File: src/rtl/controle_pkg.sv
// Shared types and encodings for the multicycle RISC-V control unit.
package controle_pkg;

    typedef enum logic [2:0] {
        S_FETCH  = 3'd0,
        S_DECODE = 3'd1,
        S_EXEC   = 3'd2,
        S_MEM    = 3'd3,
        S_WB     = 3'd4,
        S_HALT   = 3'd5
    } estado_t;

    localparam logic [6:0] OP_LOAD   = 7'b0000011;
    localparam logic [6:0] OP_STORE  = 7'b0100011;
    localparam logic [6:0] OP_R      = 7'b0110011;
    localparam logic [6:0] OP_IMM    = 7'b0010011;
    localparam logic [6:0] OP_BRANCH = 7'b1100011;

    typedef enum logic [2:0] {
        CL_LOAD,
        CL_STORE,
        CL_OP,
        CL_OPIMM,
        CL_BRANCH,
        CL_ILLEGAL
    } classe_t;

    localparam logic [1:0] ERRO_NONE    = 2'd0;
    localparam logic [1:0] ERRO_ILEGAL  = 2'd1;
    localparam logic [1:0] ERRO_TIMEOUT = 2'd2;

endpackage

File: src/rtl/decodificador_instrucao.sv
// Combinational instruction classifier: maps IR opcode/funct fields to a class
// and a legality bit.
module decodificador_instrucao
    import controle_pkg::*;
(
    input  logic [6:0] opcode_i,
    input  logic [2:0] funct3_i,
    input  logic [6:0] funct7_i,
    output classe_t    classe_o,
    output logic       legal_o
);

    always_comb begin
        classe_o = CL_ILLEGAL;
        legal_o  = 1'b0;
        case (opcode_i)
            OP_LOAD: begin
                classe_o = CL_LOAD;
                legal_o  = 1'b1;
            end
            OP_STORE: begin
                classe_o = CL_STORE;
                legal_o  = 1'b1;
            end
            OP_R: begin
                classe_o = CL_OP;
                legal_o  = (funct7_i == 7'b0000000) || (funct7_i == 7'b0100000);
            end
            OP_IMM: begin
                classe_o = CL_OPIMM;
                legal_o  = 1'b1;
            end
            OP_BRANCH: begin
                // funct3 010/011 are unassigned branch encodings
                classe_o = CL_BRANCH;
                legal_o  = (funct3_i != 3'b010) && (funct3_i != 3'b011);
            end
            default: begin
                classe_o = CL_ILLEGAL;
                legal_o  = 1'b0;
            end
        endcase
    end

endmodule

File: src/rtl/unidade_controle.sv
// Multicycle control FSM: sequences FETCH/DECODE/EXEC/MEM/WB, waits on the data
// memory with a timeout, and counts retired instructions.
module unidade_controle
    import controle_pkg::*;
#(
    parameter int MEM_TIMEOUT = 16,
    parameter int CNT_W       = 32
) (
    input  logic             clk,
    input  logic             reset,
    input  logic [6:0]       opcode,
    input  logic [2:0]       funct3,
    input  logic [6:0]       funct7,
    input  logic             flag,
    input  logic             dmem_ready,
    output logic             pc_we,
    output logic             ir_we,
    output logic             rf_we,
    output logic             dmem_req,
    output logic             dmem_we,
    output logic             mux1_sel,
    output logic             mux2_sel,
    output logic             pc_src,
    output logic             halted,
    output logic [1:0]       erro,
    output logic [2:0]       estado,
    output logic [CNT_W-1:0] instr_count
);

    localparam int               WAIT_W    = $clog2(MEM_TIMEOUT + 1);
    localparam logic [WAIT_W-1:0] WAIT_LAST = WAIT_W'(MEM_TIMEOUT - 1);

    estado_t           estado_q, estado_d;
    logic [WAIT_W-1:0] wait_q, wait_d;
    logic [1:0]        erro_q, erro_d;
    logic [CNT_W-1:0]  count_q, count_d;

    classe_t classe;
    logic    legal;
    logic    retire;
    logic    pc_we_c, ir_we_c, rf_we_c, req_c, we_c, mux1_c, mux2_c, src_c;

    decodificador_instrucao u_dec (
        .opcode_i (opcode),
        .funct3_i (funct3),
        .funct7_i (funct7),
        .classe_o (classe),
        .legal_o  (legal)
    );

    always_ff @(posedge clk) begin
        if (reset) begin
            estado_q <= S_FETCH;
            wait_q   <= '0;
            erro_q   <= ERRO_NONE;
            count_q  <= '0;
        end else begin
            estado_q <= estado_d;
            wait_q   <= wait_d;
            erro_q   <= erro_d;
            count_q  <= count_d;
        end
    end

    always_comb begin
        estado_d = estado_q;
        wait_d   = wait_q;
        erro_d   = erro_q;
        retire   = 1'b0;
        pc_we_c  = 1'b0;
        ir_we_c  = 1'b0;
        rf_we_c  = 1'b0;
        req_c    = 1'b0;
        we_c     = 1'b0;
        mux1_c   = 1'b0;
        mux2_c   = 1'b0;
        src_c    = 1'b0;
        case (estado_q)
            S_FETCH: begin
                ir_we_c  = 1'b1;
                estado_d = S_DECODE;
            end
            S_DECODE: begin
                if (!legal) begin
                    estado_d = S_HALT;
                    erro_d   = ERRO_ILEGAL;
                end else begin
                    estado_d = S_EXEC;
                end
            end
            S_EXEC: begin
                mux1_c = (classe == CL_OP) || (classe == CL_BRANCH);
                case (classe)
                    CL_BRANCH: begin
                        pc_we_c  = 1'b1;
                        src_c    = flag;
                        retire   = 1'b1;
                        estado_d = S_FETCH;
                    end
                    CL_OP, CL_OPIMM:   estado_d = S_WB;
                    CL_LOAD, CL_STORE: estado_d = S_MEM;
                    default: begin
                        estado_d = S_HALT;
                        erro_d   = ERRO_ILEGAL;
                    end
                endcase
            end
            S_MEM: begin
                req_c = 1'b1;
                we_c  = (classe == CL_STORE);
                // ready wins over timeout when both land in the same cycle
                if (dmem_ready) begin
                    wait_d = '0;
                    if (classe == CL_STORE) begin
                        pc_we_c  = 1'b1;
                        retire   = 1'b1;
                        estado_d = S_FETCH;
                    end else begin
                        estado_d = S_WB;
                    end
                end else if (wait_q == WAIT_LAST) begin
                    wait_d   = '0;
                    estado_d = S_HALT;
                    erro_d   = ERRO_TIMEOUT;
                end else begin
                    wait_d = wait_q + 1'b1;
                end
            end
            S_WB: begin
                rf_we_c  = 1'b1;
                mux2_c   = (classe != CL_LOAD);
                pc_we_c  = 1'b1;
                retire   = 1'b1;
                estado_d = S_FETCH;
            end
            S_HALT:  estado_d = S_HALT;
            default: estado_d = S_HALT;
        endcase
        count_d = (retire && (count_q != {CNT_W{1'b1}})) ? count_q + CNT_W'(1) : count_q;
    end

    assign pc_we       = pc_we_c & ~reset;
    assign ir_we       = ir_we_c & ~reset;
    assign rf_we       = rf_we_c & ~reset;
    assign dmem_req    = req_c   & ~reset;
    assign dmem_we     = we_c    & ~reset;
    assign mux1_sel    = mux1_c  & ~reset;
    assign mux2_sel    = mux2_c  & ~reset;
    assign pc_src      = src_c   & ~reset;
    assign halted      = (estado_q == S_HALT);
    assign erro        = erro_q;
    assign estado      = estado_q;
    assign instr_count = count_q;

endmodule

File: config.mk
export PLATFORM = sky130hd
export DESIGN_NAME = unidade_controle
export DESIGN_NICKNAME = d
export VERILOG_FILES = /design/src/rtl/controle_pkg.sv /design/src/rtl/decodificador_instrucao.sv /design/src/rtl/unidade_controle.sv
export SDC_FILE = /design/constraint.sdc
export NUM_CORES = 1
export LEC_CHECK = 0
export ABC_CLOCK_PERIOD_IN_PS = 2400
export BUFFER_PORTS_ARGS = -buffer_cell sky130_fd_sc_hd__buf_4
export CAP_MARGIN = 10
export CORE_ASPECT_RATIO = 1.2
export CORE_UTILIZATION = 41
export CTS_CLUSTER_DIAMETER = 120
export DETAILED_ROUTE_END_ITERATION = 10
export PLACE_DENSITY = 0.67
export SLEW_MARGIN = 0
export SYNTH_ARGS = -nofsm -noshare
export SYNTH_HDL_FRONTEND = slang
export SYNTH_HIERARCHICAL = 1
export SYNTH_SLANG_ARGS = --single-unit
export TNS_END_PERCENT = 20
File: constraint.sdc
create_clock -name clk -period 2.4 [get_ports clk]
set_clock_uncertainty 0.1 [all_clocks]
set_input_delay 0.12 -clock clk [delete_from_list [all_inputs] [get_ports clk]]
set_output_delay 0.12 -clock clk [all_outputs]
set_load 0.01 [all_outputs]
**Word-level counts from Yosys, hierarchy flattened**

Index checks and enable logic that the tools add are counted.
W data, S select, Z words.

- Add/sub/neg operators: 2
- Equality and inequality tests: 24
- Multiplexer cells: 27
- Bitwise operators: 9
- Reduce and logical (&&, ||, !) cells: 14

Operators with widths:

| kind | number |
|---|---|
| $add A32 B1 Y32 const B | 1 |
| $ne A32 B32 Y1 const B | 1 |
| $pmux W3 S5 | 2 |
| $eq A7 B6 Y1 const B | 3 |
| $eq A3 B2 Y1 const B | 4 |
| $mux W3 | 4 |
| $mux W1 | 11 |
| $mux W5 | 2 |
| $eq A3 B3 Y1 const B | 3 |
| $pmux W3 S3 | 1 |
| $and A1 B1 Y1 | 8 |
| $mux W2 | 4 |
| $ne A2 B2 Y1 const B | 4 |
| $eq A7 B2 Y1 const B | 1 |
| $eq A7 B5 Y1 const B | 1 |
| $eq A7 B7 Y1 const B | 1 |
| $logic_not A7 Y1 | 1 |
| $eq A3 B1 Y1 const B | 2 |
| $logic_not A3 Y1 | 2 |
| $ne A3 B2 Y1 const B | 2 |
| $pmux W1 S3 | 2 |
| $pmux W2 S3 | 1 |
| $reduce_bool A3 Y1 | 2 |
| $add A5 B1 Y5 const B | 1 |
| 9 further kinds | 12 |

- Register bits after elaboration: 42
- Output and inout port bits: 46

**Logic depth before layout (Yosys ltp)**

Gate-level depths: netlist of run 1.

- Depth in word-level cells: 7
- Depth in mapped cells: 11

**Hierarchy**

The synthesis of run 1 kept the hierarchy.

By module, submodules not included:

| module | instances | cells an instance | area an instance (µm²) |
|---|---|---|---|
| unidade_controle | 1 | 298 | 2414.8 |
| decodificador_instrucao | 1 | 16 | 95.1 |

**Worst setup path before layout of run 1**

Ideal clock, no wire load.

- Kind: register to register
- Start: reg count_q[0], in the netlist instr_count[0]
- End: reg count_q[12], in the netlist instr_count[12]
- Library setup time: 123 ps
- Arrival: 2041 ps
- Required time: 2177 ps
- Path slack: 136 ps
- Stages on the path, launching flop included: 8
- Period minus slack after synthesis: 2264 ps
- Cells stage by stage: dfxtp_1 ha_1 nand4_2 or3_4 nor4_4 buf_4 nor3_1 mux2_1

- Longest elaborated chain between the ends: 2
- Elaborated cells between the ends (all ways): 3

RTL lines:

| item | line | RTL |
|---|---|---|
| from (decl) | unidade_controle.sv:36 | `logic [CNT_W-1:0] count_q, count_d;` |
| from (signal assigned) | unidade_controle.sv:61 | `count_q <= count_d;` |
| branches (longest 2 deep; another with $add A32 B1 Y32) | - |  |

Several ways; the timed one is not identified.
A chain may end at the register's enable or synchronous reset.

**Worst setup path in the final report of run 1**

- Start: reg estado_q[0], in the netlist estado[0]
- End: reg count_q[25], in the netlist instr_count[25]

- Longest elaborated chain between the ends: 3
- Elaborated cells between the ends (all ways): 5

RTL lines:

| item | line | RTL |
|---|---|---|
| from (decl) | unidade_controle.sv:33 | `estado_t estado_q, estado_d;` |
| from (signal assigned) | unidade_controle.sv:58 | `estado_q <= estado_d;` |
| $eq A3 B3 Y1 or $eq A3 B2 Y1 (tied branches) | unidade_controle.sv:78 | `case (estado_q)` |
| $pmux W1 S3 (*) | unidade_controle.sv:78 |  |
| $logic_and A1 B1 Y1 (*) | unidade_controle.sv:139 | `count_d = (retire && (count_q != {CNT_W{1'b1}})) ? count_q + CNT_W'(1) : count_q;` |

Every way passes the cells marked *; elsewhere a longest branch is shown, timed or not.

==> results by group, run 1 <==
Status
  – Status: finished clean

CTS
  – CTS tree: done
  – CTS Hold Bufs: 0
  – H-Tree Depth: 2
  – Worst skew pair latency: around 0.3 ns
  – PostCTS Resize Cnt: 0
  – Reg clk slew, reported paths: around 0.080 ns
  – CTS Root Cell: clkbuf_8
  – Clock buffer depth: 2
  – Clock sinks: 42
  – Post-CTS setup buffers: 0
  – Num CTS Buffers: 5

Logic synthesis
  – Ranking of synthesized cells by area: dfxtp_1, a21oi_1, or4_1
  – Post-synthesis sequential area ratio: approximately a third
  – Post-synth top flop: dfxtp_1
  – Cell variety after synth: 53
  – Area fraction of the dominant cell type after synthesis: around 33%
  – Syn. warnings: 6
  – Count leader, synth: dfxtp_1
  – Synth Register Bits: 42
  – Asr flop ratio synth: 0%
  – Net Count, Synth: around 340
  – Top cells by count, synth: dfxtp_1, a21oi_1, nor2_1, nand2_1, or4_1
  – Cells after synthesis: about 310
  – Mean Syn Cell Area: 7.99 um2
  – Post-synth EDFFs: 0
  – Yosys top cell by area: dfxtp_1
  – Synth Cell Area: approximately 0.0025 mm2

Routing
  – First DRT Iteration DRCs: between 100 and 150
  – Post-route DRC: 0
  – Post-Route M1 WL: approximately 3000 um
  – Detailed-route via count: 2740
  – Drt wl/cell: ~14 um
  – WL met2: 3380 um
  – Top sig layer: met4
  – Via density: around 5.8
  – DRT Pass-1 Iters: 4
  – Routed WL: slightly below 7000 um
  – Final ANT Viol Nets: 0
  – Met3 WL: roughly 350 um

STA
  – F_max: 0.445 GHz
  – Slew headroom: about 58%
  – Slew @ Worst Pin: approximately 0.63 ns
  – Final hold slack: between 0.07 and 0.08 ns
  – RSZ-0062 raised after global routing: no
  – Period Utilization, post-route: a little over nine tenths
  – Final Hold Vio Count: 0
  – Setup Viol. Count Final: 0
  – Final worst slack: ~0.15 ns
  – Crit path time final: approximately 2.2 ns
  – Final setup TNS: 0 ns
  – Pins over their slew limit: 0

Setup path
  – Crit. End Element: flop
  – Slowest CP cell: or4_1
  – Critical Path AT: about 2.4 ns
  – Critical path, cell by cell: nand3b_2 > nor4_4 > buf_4 > o2111ai_2 > or4_1 > a21oi_1
  – CP peak stage delay: around 0.55 ns
  – Reg2Reg Depth: 6
  – Critical Path Fanout Max: 8
  – CP top delay family: simple AND/OR/NAND/NOR gates
  – CP startpoint kind: flop
  – Critical Path RT: between 2 and 3 ns
  – CP Depth: 6
  – Buf/Inv on CP: 1
  – Kind of critical path: flop to flop

Placed design
  – IO buf count: 64
  – Placed cell count: about 470
  – Dpl cell area: 0.00323 mm2
  – Gpl congestion: just under 0.9
  – Pre-CTS setup slack: a little over 0.06 ns
  – HPWL Detailed: 4910 um

Power
  – Total power: 1.42 mW
  – P_leak: ~1.3 nW
  – PwrDens: 425 mW/mm2
  – VDD IR-drop max: roughly 0.25 mV

Floorplan
  – Core area: 0.00578 mm2
  – Initial Utilization: 43.4%
  – Row count: 30
  – Die Ht: slightly below 90 um
  – Die area: approximately 0.0064 mm2
  – Die X: around 73 um
  – Io pins: 67

Finish
  – Fraction of layout cells with a size suffix above 1: around 29%
  – Post-layout util: approximately 58%
  – Post-route insts no fill: 476
  – Post-route cell area: around 0.0033 mm2
  – Diode count: 0
  – Syn-to-layout area delta: 33.2%
  – Nets: 418

GRT
  – Initial antenna violation count: 0
  – GR Overflow Total: 0
  – Global-route wire length before repair: about 11000 um
  – All-layer global routing usage: 22.2%
  – Pin count of the biggest net entering global routing: 49
  – Vias in the first global route: 2548

Job
  – Max-capacitance violation count: 0

Min path
  – Worst min path class: primary input to flop
  – WHS Path Cells: 3
flip-flops by register name (all words and copies together) (netlist names):
signal and cells:
wait_q 5, estado 3, erro 2, instr_count 32
cells in the final DEF, fill, tap and decap left out, types with 5 or more instances in the layout:
cell | Yosys | final
a21oi_1 | 30 | 30
and3_1 | 6 | 6
buf_4 | 1 | 92
clkbuf_8 | 0 | 5
dfxtp_1 | 42 | 42
inv_1 | 5 | 5
nand2_1 | 24 | 24
nand3_1 | 17 | 17
nand4_1 | 11 | 11
nor2_1 | 28 | 27
nor2b_1 | 6 | 6
nor3_1 | 10 | 10
nor4_1 | 7 | 7
o21ai_0 | 12 | 12
o31ai_1 | 17 | 17
or3_1 | 7 | 7
or4_1 | 18 | 18
cell families after synthesis:
family | count (synthesis) | share of synthesized area (%)
AOI/OAI and AO/OA | 79 | 20.2
xor gates and xnor gates | 3 | 1.05
adders and majority gates | 2 | 0.997
buffers and inverters | 24 | 4.34
DFF | 42 | 33.5
muxes | 9 | 3.84
and+or+nand+nor | 155 | 36.0
area by class of cell:
cell class                      count  area [um2]
Fill cell                         571        2440
Clock inverter                      2        37.5
Multi-Input combinational cell    248        1560
Timing Repair Buffer               93         711
Clock buffer                        6        72.6
Tap cell                           80         100
Sequential cell                    42         841
Inverter                            5        18.8
worst min-delay path, cell delays in order:
cell and delay, ns:
buf_4 0.13, nand3b_1 0.12, a21oi_1 0.06
report_power, final:
group          leakage (nW)  internal (mW)  switching (mW)
Combinational         0.886         0.0689          0.0757
Clock                0.0514          0.311           0.254
Sequential            0.339          0.703         0.00863
final timing paths:
path                                        startpoint                            to  slack, ns
worst max-delay path            estado[0]$_SDFFE_PP0P_  instr_count[25]$_SDFFE_PP0P_       0.15
worst min-delay path                        dmem_ready        wait_q[1]$_SDFFE_PP0N_       0.08
worst max register to register  estado[0]$_SDFFE_PP0P_  instr_count[25]$_SDFFE_PP0P_       0.15
worst min register to register  wait_q[1]$_SDFFE_PP0N_        wait_q[1]$_SDFFE_PP0N_       0.40
metal layers:
metal	vias to the layer above	global-route usage [%]
li1	1360	-
met1	1287	25.4
met2	82	41.2
met3	11	4.03
met4	0	6.99
met5	-	0
(Power assumes the default switching activity.)
==> run 2, diff against run 1 <==
GPL_TIMING_DRIVEN = 0   (was default)
==> run 2 against run 1 <==
  * Sequential share of layout area increased by 0.52 points
  * Sequential cell count unchanged
  * Worst setup slack lost 0.066 ns
  * Combinational power hardly changed
  * Cell count is 1.3% lower
  * Sequential power about the same
  * Via count grew 0.22%
  * Utilization fell by 0.84 points
  * Clock power down 13%
  * Routed wire length is 5.8% higher
==> results by group, run 2 (synthesis results as in run 1) <==
STA
  – F_max: 0.432 GHz (-2.8%)
  – Final worst slack: 0.0855 ns (-0.0658 ns)
  – Pins over their slew limit: 0 (unchanged)
  – Setup Viol. Count Final: 0 (unchanged)
  – Final Hold Vio Count: 0 (unchanged)
  – Crit path time final: 2.31 ns (+0.0658 ns)
  – RSZ-0062 raised after global routing: yes
  – Slew headroom: 58.3% (+0.31 points)
  – Period Utilization, post-route: 96.4% (+2.7 points)
  – Final setup TNS: 0 ns (unchanged)
  – Slew @ Worst Pin: 0.626 ns (+0.000185 ns)

Power
  – PwrDens: 410 mW/mm2 (-3.5%)
  – P_leak: 1.24 nW (-3.2%)
  – VDD IR-drop max: 0.231 mV (-5.6%)

CTS
  – Num CTS Buffers: 5 (unchanged)
  – CTS Root Cell: clkbuf_8
  – CTS Hold Bufs: 0 (unchanged)
  – Reg clk slew, reported paths: 0.09 ns (about the same)
  – Clock sinks: 42 (unchanged)
  – Worst skew pair latency: 0.30 ns (about the same)
  – H-Tree Depth: 2 (unchanged)
  – Clock buffer depth: 2 (unchanged)
  – CTS tree: done

Setup path
  – Worst reg2reg startpoint: instr_count[1]$_SDFFE_PP0P_
  – RR Endpoint: instr_count[6]$_SDFFE_PP0P_
  – Kind of critical path: flop to output pin
  – Reg2Reg Depth: 7 (+1)
  – Critical Path AT: 2.09 ns (-0.29 ns)
  – FF-to-FF setup slack: 0.09 ns (-0.07 ns)
  – Crit. End Element: output pin
  – Critical Path Fanout Max: 10 (+2)
  – CP startpoint kind: flop
  – Critical Path RT: 2.18 ns (-0.35 ns)

Finish
  – Most frequent cells in the layout: buf_4, dfxtp_1, a21oi_1
  – Nets: 412 (-1.4%)
  – Leading cell type in the layout, fill and taps excluded: buf_4
  – Post-route cell area: 0.00329 mm2 (-1.5%)
  – Post-route insts no fill: 470 (-1.3%)
  – Fraction of layout cells with a size suffix above 1: 27.2% (-1.4 points)
  – Post-layout util: 57.0% (-0.84 points)
  – Diode count: 0 (unchanged)
  – Multi-input logic area: 0.00161 mm2 (+2.8%)
  – Storage cell area: 846 um2 (+0.60%)
  – Max reg flops: 32 (unchanged)
  – Syn-to-layout area delta: 31.3%
  – Layout fillers: 588 (+3.0%)

Placed design
  – Pre-CTS setup slack: -0.340 ns (-0.401 ns)
  – Placed cell count: 458 (-2.1%)
  – HPWL Detailed: 5150 um (+5.0%)
  – Gpl congestion: 0.834 (-5.2%)
  – IO buf count: 64 (unchanged)
  – Dpl cell area: 0.00309 mm2 (-4.3%)

Floorplan
  – Row count: 30 (unchanged)
  – Io pins: 67 (unchanged)
  – Die Ht: 87.7 um (unchanged)
  – Die area: 0.00644 mm2 (unchanged)
  – Die X: 73.4 um (unchanged)
  – Core area: 0.00578 mm2 (unchanged)
  – Initial Utilization: 43.4% (unchanged)

Routing
  – Post-route DRC: 0 (unchanged)
  – Drt wl/cell: 15.3 um (+7.2%)
  – First DRT Iteration DRCs: 160 (+33%)
  – Routed WL: 7200 um (+5.8%)
  – Detailed-route via count: 2746 (+0.22%)
  – Via density: 5.84 (+1.5%)
  – DRT Pass-1 Iters: 4 (unchanged)
  – Final ANT Viol Nets: 0 (unchanged)

GRT
  – Vias in the first global route: 2344 (-8.0%)
  – Pin count of the biggest net entering global routing: 14 (-71%)
  – Initial antenna violation count: 0 (unchanged)
  – GR Overflow Total: 0 (unchanged)
  – All-layer global routing usage: 22.5% (+0.30 points)
  – Global-route wire length before repair: 11200 um (about the same)

Min path
  – Worst hold endpoint: wait_q[1]$_SDFFE_PP0N_
  – Worst min path class: primary input to flop
  – WHS Path Cells: 3 (unchanged)
  – Min-delay src: dmem_ready

Job
  – Max-capacitance violation count: 0 (unchanged)

Status
  – Status: finished clean
run 2: timing repair:
item | in CTS | in global routing
buffers inserted | 1 | 3
setup endpoints to repair | 17 | 29
gates resized for setup | 9 | 12
pin swaps | 1 | 3
gates cloned | 0 | 1
run 2: worst max-delay path: stages (launching register included):
cell	delay, ns
dfxtp_1	0.38
clkbuf_4	0.20
nor2_1	0.09
a22o_2	0.35
nor2_2	0.19
buf_6	0.17
clkbuf_8	0.19
nor2_1	0.06
buf_4	0.16
run 2: worst max-delay path by stage:
stage                                 from                      endpoint  slack (ns)  depth (start not counted)
6_report            estado[1]$_SDFFE_PP0P_                         pc_we        0.09                          8
5_1_grt             estado[1]$_SDFFE_PP0P_                         pc_we       -0.01                          8
4_1_cts        instr_count[0]$_SDFFE_PP0P_  instr_count[11]$_SDFFE_PP0P_        0.01                          7
3_5_place_dp                     opcode[4]  instr_count[22]$_SDFFE_PP0P_       -0.34                         12
3_3_place_gp                     opcode[6]                         pc_we       -0.30                         12
2_1_floorplan  instr_count[0]$_SDFFE_PP0P_  instr_count[12]$_SDFFE_PP0P_        0.14                          7
run 2: per-layer routing:
layer,share of wire [%],vias up,global-route usage (%)
li1,-,1357,-
met1,44,1284,28.5
met2,48,90,37.5
met3,6.1,15,3.91
met4,1.8,0,9.09
met5,0,-,0
run 2: per-stage QoR:
stage          hold WS, ns  power (mW)
2_1_floorplan        0.206       0.798
3_3_place_gp         0.371       0.865
3_5_place_dp         0.381       0.866
4_1_cts             0.0560        1.36
5_1_grt             0.0698        1.39
6_report            0.0657        1.35
run 2: final cells by class:
cell class                 instances  share of cell area [%]
multi-input combinational        248                    48.8
sequential                        42                    25.7
timing repair buffer              69                    15.6
buffer                            18                    3.42
tap                               80                    3.04
clock buffer                       6                    2.51
inverter                           5                   0.570
clock inverter                     2                   0.380
run 2: where the power goes:
group	internal, mW	leakage, nW	switching [mW]
registers	0.703	0.340	0.0105
logic	0.0642	0.848	0.0798
clock network	0.232	0.0472	0.262
total	0.999	1.24	0.353
